===== src/rtl/microbot_move_scheduler.sv =====
// Move-command scheduler: FIFO-buffered 8-bit commands drive two motors for dur*TICK_DIV cycles, then DEAD off cycles.
// Latency: push into an idle, empty block pops on the next edge. Backpressure: cmd_ready low while the FIFO is full.
module microbot_move_scheduler #(
  parameter int DEPTH    = 4,
  parameter int TICK_DIV = 1000,
  parameter int DEAD     = 16
) (
  input  logic                     clk,
  input  logic                     rst_n,
  input  logic                     ena,
  input  logic                     cmd_valid,
  input  logic [7:0]               cmd_data,
  output logic                     cmd_ready,
  input  logic                     abort,
  output logic [1:0]               motor_en,
  output logic [1:0]               motor_dir,
  output logic                     busy,
  output logic [$clog2(DEPTH):0]   fifo_count
);

  localparam int AW = $clog2(DEPTH);
  localparam int TW = $clog2(TICK_DIV);
  localparam int DW = $clog2(DEAD + 1);

  typedef enum logic [1:0] {S_IDLE, S_RUN, S_DEAD} state_t;

  logic [7:0]    r_mem [DEPTH];
  logic [AW-1:0] r_wr_ptr;
  logic [AW-1:0] r_rd_ptr;
  logic [AW:0]   r_count;

  state_t        r_state;
  logic [5:0]    r_dur;
  logic [TW-1:0] r_tick;
  logic [DW-1:0] r_dead;
  logic [1:0]    r_en;
  logic [1:0]    r_dir;

  logic          w_full;
  logic          w_empty;
  logic          w_push;
  logic          w_pop;
  logic [7:0]    w_head;
  logic [1:0]    w_head_dir;

  assign w_full  = (r_count == (AW+1)'(DEPTH));
  assign w_empty = (r_count == '0);
  // abort wins over any same-cycle push or pop
  assign w_push  = cmd_valid & ~w_full & ~abort;
  assign w_pop   = ena & (r_state == S_IDLE) & ~w_empty & ~abort;
  assign w_head  = r_mem[r_rd_ptr];

  always_comb begin
    w_head_dir = 2'b00;
    case (w_head[7:6])
      2'b00:   w_head_dir = 2'b00;
      2'b01:   w_head_dir = 2'b11;
      2'b10:   w_head_dir = 2'b10;
      default: w_head_dir = 2'b01;
    endcase
  end

  always_ff @(posedge clk) begin
    if (w_push) r_mem[r_wr_ptr] <= cmd_data;
  end

  always_ff @(posedge clk) begin
    if (!rst_n || abort) begin
      r_wr_ptr <= '0;
      r_rd_ptr <= '0;
      r_count  <= '0;
    end else begin
      if (w_push) r_wr_ptr <= r_wr_ptr + 1'b1;
      if (w_pop)  r_rd_ptr <= r_rd_ptr + 1'b1;
      case ({w_push, w_pop})
        2'b10:   r_count <= r_count + 1'b1;
        2'b01:   r_count <= r_count - 1'b1;
        default: r_count <= r_count;
      endcase
    end
  end

  always_ff @(posedge clk) begin
    if (!rst_n) begin
      r_state <= S_IDLE;
      r_dur   <= '0;
      r_tick  <= '0;
      r_dead  <= '0;
      r_en    <= 2'b00;
      r_dir   <= 2'b00;
    end else if (abort) begin
      r_en  <= 2'b00;
      r_dir <= 2'b00;
      if (r_state != S_IDLE) begin
        r_state <= S_DEAD;
        r_dead  <= DW'(DEAD);
      end
    end else if (ena) begin
      case (r_state)
        S_IDLE: begin
          if (w_pop) begin
            r_dur  <= w_head[5:0];
            r_tick <= TW'(TICK_DIV - 1);
            if (w_head[5:0] != 6'd0) begin
              r_state <= S_RUN;
              r_en    <= 2'b11;
              r_dir   <= w_head_dir;
            end else begin
              r_state <= S_DEAD;
              r_dead  <= DW'(DEAD);
            end
          end
        end
        S_RUN: begin
          if (r_tick == '0) begin
            if (r_dur == 6'd1) begin
              r_state <= S_DEAD;
              r_dead  <= DW'(DEAD);
              r_en    <= 2'b00;
              r_dir   <= 2'b00;
            end else begin
              r_dur  <= r_dur - 6'd1;
              r_tick <= TW'(TICK_DIV - 1);
            end
          end else begin
            r_tick <= r_tick - 1'b1;
          end
        end
        S_DEAD: begin
          // last dead cycle hands over to IDLE, which waits one cycle before popping
          if (r_dead <= DW'(1)) r_state <= S_IDLE;
          else                  r_dead  <= r_dead - 1'b1;
        end
        default: r_state <= S_IDLE;
      endcase
    end
  end

  // pausing must silence the motors without waiting for a clock edge
  assign motor_en   = r_en & {2{ena}};
  assign motor_dir  = r_dir;
  assign busy       = (r_state != S_IDLE) | ~w_empty;
  assign fifo_count = r_count;
  assign cmd_ready  = ~w_full;

endmodule


===== config.mk =====
export PLATFORM = sky130hd
export DESIGN_NAME = microbot_move_scheduler
export DESIGN_NICKNAME = d
export VERILOG_FILES = /design/src/rtl/microbot_move_scheduler.sv
export SDC_FILE = /design/constraint.sdc
export NUM_CORES = 1
export LEC_CHECK = 0
export BUFFER_PORTS_ARGS = -buffer_cell sky130_fd_sc_hd__buf_4
export CORE_UTILIZATION = 60
export DETAILED_ROUTE_END_ITERATION = 8
export PLACE_DENSITY = 0.88
export SYNTH_ARGS = -nofsm -noshare
export SYNTH_HDL_FRONTEND = slang
export SYNTH_SLANG_ARGS = --single-unit

===== constraint.sdc =====
create_clock -name clk -period 3.5 [get_ports clk]
set_input_delay 1.05 -clock clk [delete_from_list [all_inputs] [get_ports clk]]
set_output_delay 1.05 -clock clk [all_outputs]
set_load 0.01 [all_outputs]

# == Word level (Yosys, flattened, before mapping) ==
# Memory sizes are Yosys's and may differ from the RTL's. A register that Yosys moved wholly into a read port is not among the register bits.
# Cells that the tools add are included.
# op_classes
add_sub_neg,7
order_cmp,1
eq_ne,21
mux,40
bitwise_logic,11
n_reduce_logical,18
# ops
operator,count
$mux 5,8
$mux 2,16
$mux 10,3
$ne 3x3->1 const B,7
$pmux 10 s2,1
$mux 6,3
$reduce_and 6->1,3
$pmux 5 s3,1
$pmux 2 s3,2
$pmux 6 s2,1
$logic_not 10->1,1
$sub 10x1->10 const B,1
$ne 2x2->1 const B,4
$pmux 2 s2,2
$reduce_and 8->1,1
$reduce_bool 2->1,4
$eq 2x1->1 const B,3
$eq 2x2->1 const B,3
$eq 6x1->1 const B,1
$pmux 3 s2,1
$reduce_bool 6->1,1
$sub 6x1->6 const B,1
$and 1x1->1,5
$le 5x1->1 const B,1
17 further kinds,24
# word_totals
register_bits,34
ram_bits,32
in_bits,13
output_inout_bits,9
word_cells,108
n_memories,1
# mem_list
memory,words,width,read_ports,rd_clocked_by_memory_dff,write_ports,line,text
r_mem,4,8,1,1,1,27,logic [7:0] r_mem [DEPTH];

# == Depth between registers and ports, before layout ==
# depth
depth_word,8
depth_mapped,12
mapped_depth_nobuf,12

# == Worst setup path after synthesis ==
# OpenSTA, ideal clock, no wires.
# synth_timing
kind,input port to flip-flop
startpoint,input abort
endpoint,register r_count[2] (netlist: fifo_count[2])
setup_ps,71
arrival_ps,2655
t_required_ps,3429
setup_slack_ps,774
path_stages,9
path_buffers,0
path_cell_list,and3b_2 -> nand2_1 -> inv_2 -> ha_1 -> inv_1 -> fa_1 -> xor2_1 -> or3_1 -> a21oi_1
# synth_between
elab_chain_cells,4
word_cells_on_any_way,8
classes_between,2 x eq/ne; 1 x mux; 3 x bitwise; 2 x reduce/logical
# synth_rtl
item,line,text
from (decl),14,"input logic abort,"
$not 1->1 (no source line) (*),-,
$and 1x1->1 (*),50,assign w_pop = ena & (r_state == S_IDLE) & ~w_empty & ~abort;
via w_pop,42,logic w_pop;
$eq 2x1->1 / $eq 2x2->1 (equally long branches),75,"case ({w_push, w_pop})"
$pmux 3 s2 / $reduce_bool 2->1 (equally long branches),-,
to (signal assigned),76,2'b10: r_count <= r_count + 1'b1;
to (signal assigned),77,2'b01: r_count <= r_count - 1'b1;
to (signal assigned),78,default: r_count <= r_count;
to (decl),30,logic [AW:0] r_count;
# The timed path passes the listed nets; every way through them passes the cells marked *.
# A chain may end at the register's enable or synchronous reset.

# == Worst setup path after layout ==
# layout_timing
startpoint,register r_state[1]
endpoint,register r_count[2] (netlist: fifo_count[2])
# layout_between
elab_chain_cells,6
word_cells_on_any_way,8
classes_between,2 x eq/ne; 1 x mux; 3 x bitwise; 2 x reduce/logical
# layout_rtl
item,line,text
from (decl),32,state_t r_state;
from (signal assigned),85,r_state <= S_IDLE;
from (signal assigned),95,r_state <= S_DEAD;
from (signal assigned),105,r_state <= S_RUN;
$logic_not 2->1 (*),50,
$and 1x1->1 (*) (3 in series),50,
via w_pop,42,
$eq 2x1->1 / $eq 2x2->1 (equally long branches),75,
$pmux 3 s2 / $reduce_bool 2->1 (equally long branches),-,
# Marks and branches as above.

==> metrics <==
class of the tightest hold or removal check register to register; total routed wirelength 6.37 mm; antenna violations before repair 0; clock tree from TritonCTS yes; top_reg_cell synth dfxtp_1; min cycle time layout 3.02 ns; sequential area share after synthesis 0.506; worst supply voltage drop on vdd 0.418 mV; Synthesis Warnings 0; ratio of total power to cell area 532 mW/mm^2; routed vias 2,404; ranking of synthesized cells by instance count dfxtp_1, edfxtp_1, nand2_1; setup clock skew after layout 0.00385 ns; clk sinks 67; CTS Hold Bufs 0; cell area after technology mapping 0.00328 mm^2; drt initial violations 125; routability-driven placement congestion ratio 0.830; Final ANT Viol Nets 0; maximum level of the CTS H-tree 3; crit-path max FO 12; Sequential cell area 0.00166 mm^2; endpoint type of the worst setup path register; detailed-routing iteration count for the pre-antenna-repair pass 4; HPWL reported at the end of detailed placement 4.30 mm; Area growth, synth to finish 11.2%; RSZ-0062 raised after global routing false; number of standard cells after synthesis 297; Final Slew Violations 0; core area 0.00517 mm^2; fin nets 345; most frequent cell after synthesis dfxtp_1; vertical die dimension 75.9 um; grt ovf 0; library cell contributing the largest single delay on the critical path or4b_1; CTS resizes 0; portion of the clock cycle consumed by the worst path in the final layout 0.861; largest net degree at the start of global routing 19; cell accounting for the most synthesized area edfxtp_1; routed wirelength normalized by instance count 16.2 um; Peak Freq 332 MHz; number of distinct library cells after synthesis 61; vias per cell 6.12; headroom to the max-slew limit 0.497; number of diodes 0; width of the chip 75.9 um; number of hold-slack violations in the final timing report 0; via count of the first global-routing pass 2,413; type of the worst setup path register to register; required time of the critical path 3.78 ns; die area 0.00577 mm^2; first-pass GRT wire length 10.9 mm; dominant cells by area after synthesis edfxtp_1, dfxtp_1, ha_1; slowest cell delay on critical path 0.54 ns; number of enable flip-flop cells after synthesis 32; number of placement rows 26; Filler Cells Inserted 360; GRT Total Usage 0.242; post-layout utilization of the core 0.705; proportion of netlist area held by the largest area contributor 0.293; mean instance size in the synthesized netlist 11.0 um^2; critical path startpoint category register; CP Data Arrival Time 3.29 ns; area of the multi-input gates 0.00148 mm^2; Top Ports 22; starting density of the core 0.634; total of max-cap violations 0; net count after synthesis 324; final number of setup-violating endpoints 0; DRC 0; total negative slack for setup checks 0 ns; number of buffers added on ports 21; post-CTS setup-driven buffer insertion count 0; clock transition at the registers of the reported paths 0.07 ns; buffers from clock root to sink, at most 2; status complete, no violations; Synth Register Bits 67; proportion of layout cells with a drive suffix above 1 0.158; measured slew at the worst slew-check pin 0.750 ns; clock root buffer clkbuf_8; critical path cell sequence inv_1 > ha_1 > or4b_1 > and3b_2 > nand2_1 > inv_2 > ha_1 > inv_1 > fa_1 > xor2_1 > or3_1 > a21oi_1; later-pin clock latency in the skew report 0.35 ns; static leakage power 1.32 nW; share of async-settable or async-resettable flops after synthesis 0; number of buffers created by CTS 9
-- critical path: cells and delay by family (launching register included) --
kind | cells | cell delay (ns)
adder cells (fa/ha/maj) | 3 | 0.84
flip-flops | 1 | 0.32
AND/OR/NAND/NOR | 4 | 1.26
XOR/XNOR | 1 | 0.10
AO/OA/AOI/OAI | 1 | 0.14
buffers and inverters | 3 | 0.28
-- registers in the layout, indices dropped and copies added, names as in the netlist, named ones only --
register,flops
fifo_count,3
r_mem,32
r_tick,10
r_dead,5
r_rd_ptr,2
r_en,1
r_wr_ptr,2
r_dur,6
motor_dir,2
r_state,2
-- where the power goes --
group / total (mW) / switching, mW / internal [mW] / leakage [nW]
clock network: 0.626 / 0.297 / 0.330 / 0.0925
registers: 0.913 / 0.0437 / 0.870 / 0.574
logic: 0.401 / 0.239 / 0.162 / 0.651
-- metrics by stage --
| stage | hold WS [ns] | instances | instance area, um^2 | setup WS, ns | total power [mW] |
|---|---|---|---|---|---|
| after global placement | 0.459 | 377 | 3450 | 0.522 | 1.30 |
| after detailed placement | 0.471 | 377 | 3450 | 0.449 | 1.32 |
| after CTS | 0.486 | 393 | 3650 | 0.510 | 1.95 |
| after floorplan | 0.446 | 297 | 3280 | 0.774 | 1.23 |
| after global routing | 0.502 | 393 | 3650 | 0.308 | 2.03 |
| final | 0.485 | 393 | 3650 | 0.485 | 1.94 |
-- area by class of cell --
type	count	share of cell area
flip-flops and latches	67	0.455
multi-input cells	202	0.406
inverters	17	0.0175
well taps	70	0.0240
repair buffers	21	0.0432
clock inverters	6	0.0185
clock buffers	10	0.0350
-- path summary, 6_finish.rpt --
check        startpoint       endpoint  slack (ns)  cells past startpoint
max          r_state[1]  fifo_count[2]        0.48                     12
min          r_state[0]     r_state[0]        0.48                      2
max reg2reg  r_state[1]  fifo_count[2]        0.48                     12
min reg2reg  r_state[0]     r_state[0]        0.48                      2
-- kinds of logic (layout without fill, tap and decap cells) --
| group | count (synthesis) | in the layout | share of synthesized area |
|---|---|---|---|
| AND/OR/NAND/NOR | 104 | 104 | 0.174 |
| XOR/XNOR | 10 | 10 | 0.0267 |
| buffers and inverters | 28 | 54 | 0.0416 |
| flip-flops | 67 | 67 | 0.506 |
| AO/OA/AOI/OAI | 65 | 65 | 0.131 |
| adder cells (fa/ha/maj) | 14 | 14 | 0.0557 |
| multiplexers | 9 | 9 | 0.0648 |
-- cell usage in the layout, fill, tap and decap left out, types with 7 or more instances in the layout --
cell type	n
edfxtp_1	32
buf_4	21
nor2_1	23
a21oi_1	17
nand4_1	8
dfxtp_1	35
inv_1	15
o21ai_0	10
ha_1	13
a31oi_1	7
nand2_1	24
xor2_1	8
nand3_1	7
clkbuf_8	9
-- metal layers --
metal / share of wire / global-route usage
met1: 0.42 / 0.277
met2: 0.51 / 0.422
met3: 0.049 / 0.0807
met4: 0.015 / 0.0846
met5: 0 / 0
(Power assumes the default switching activity.)
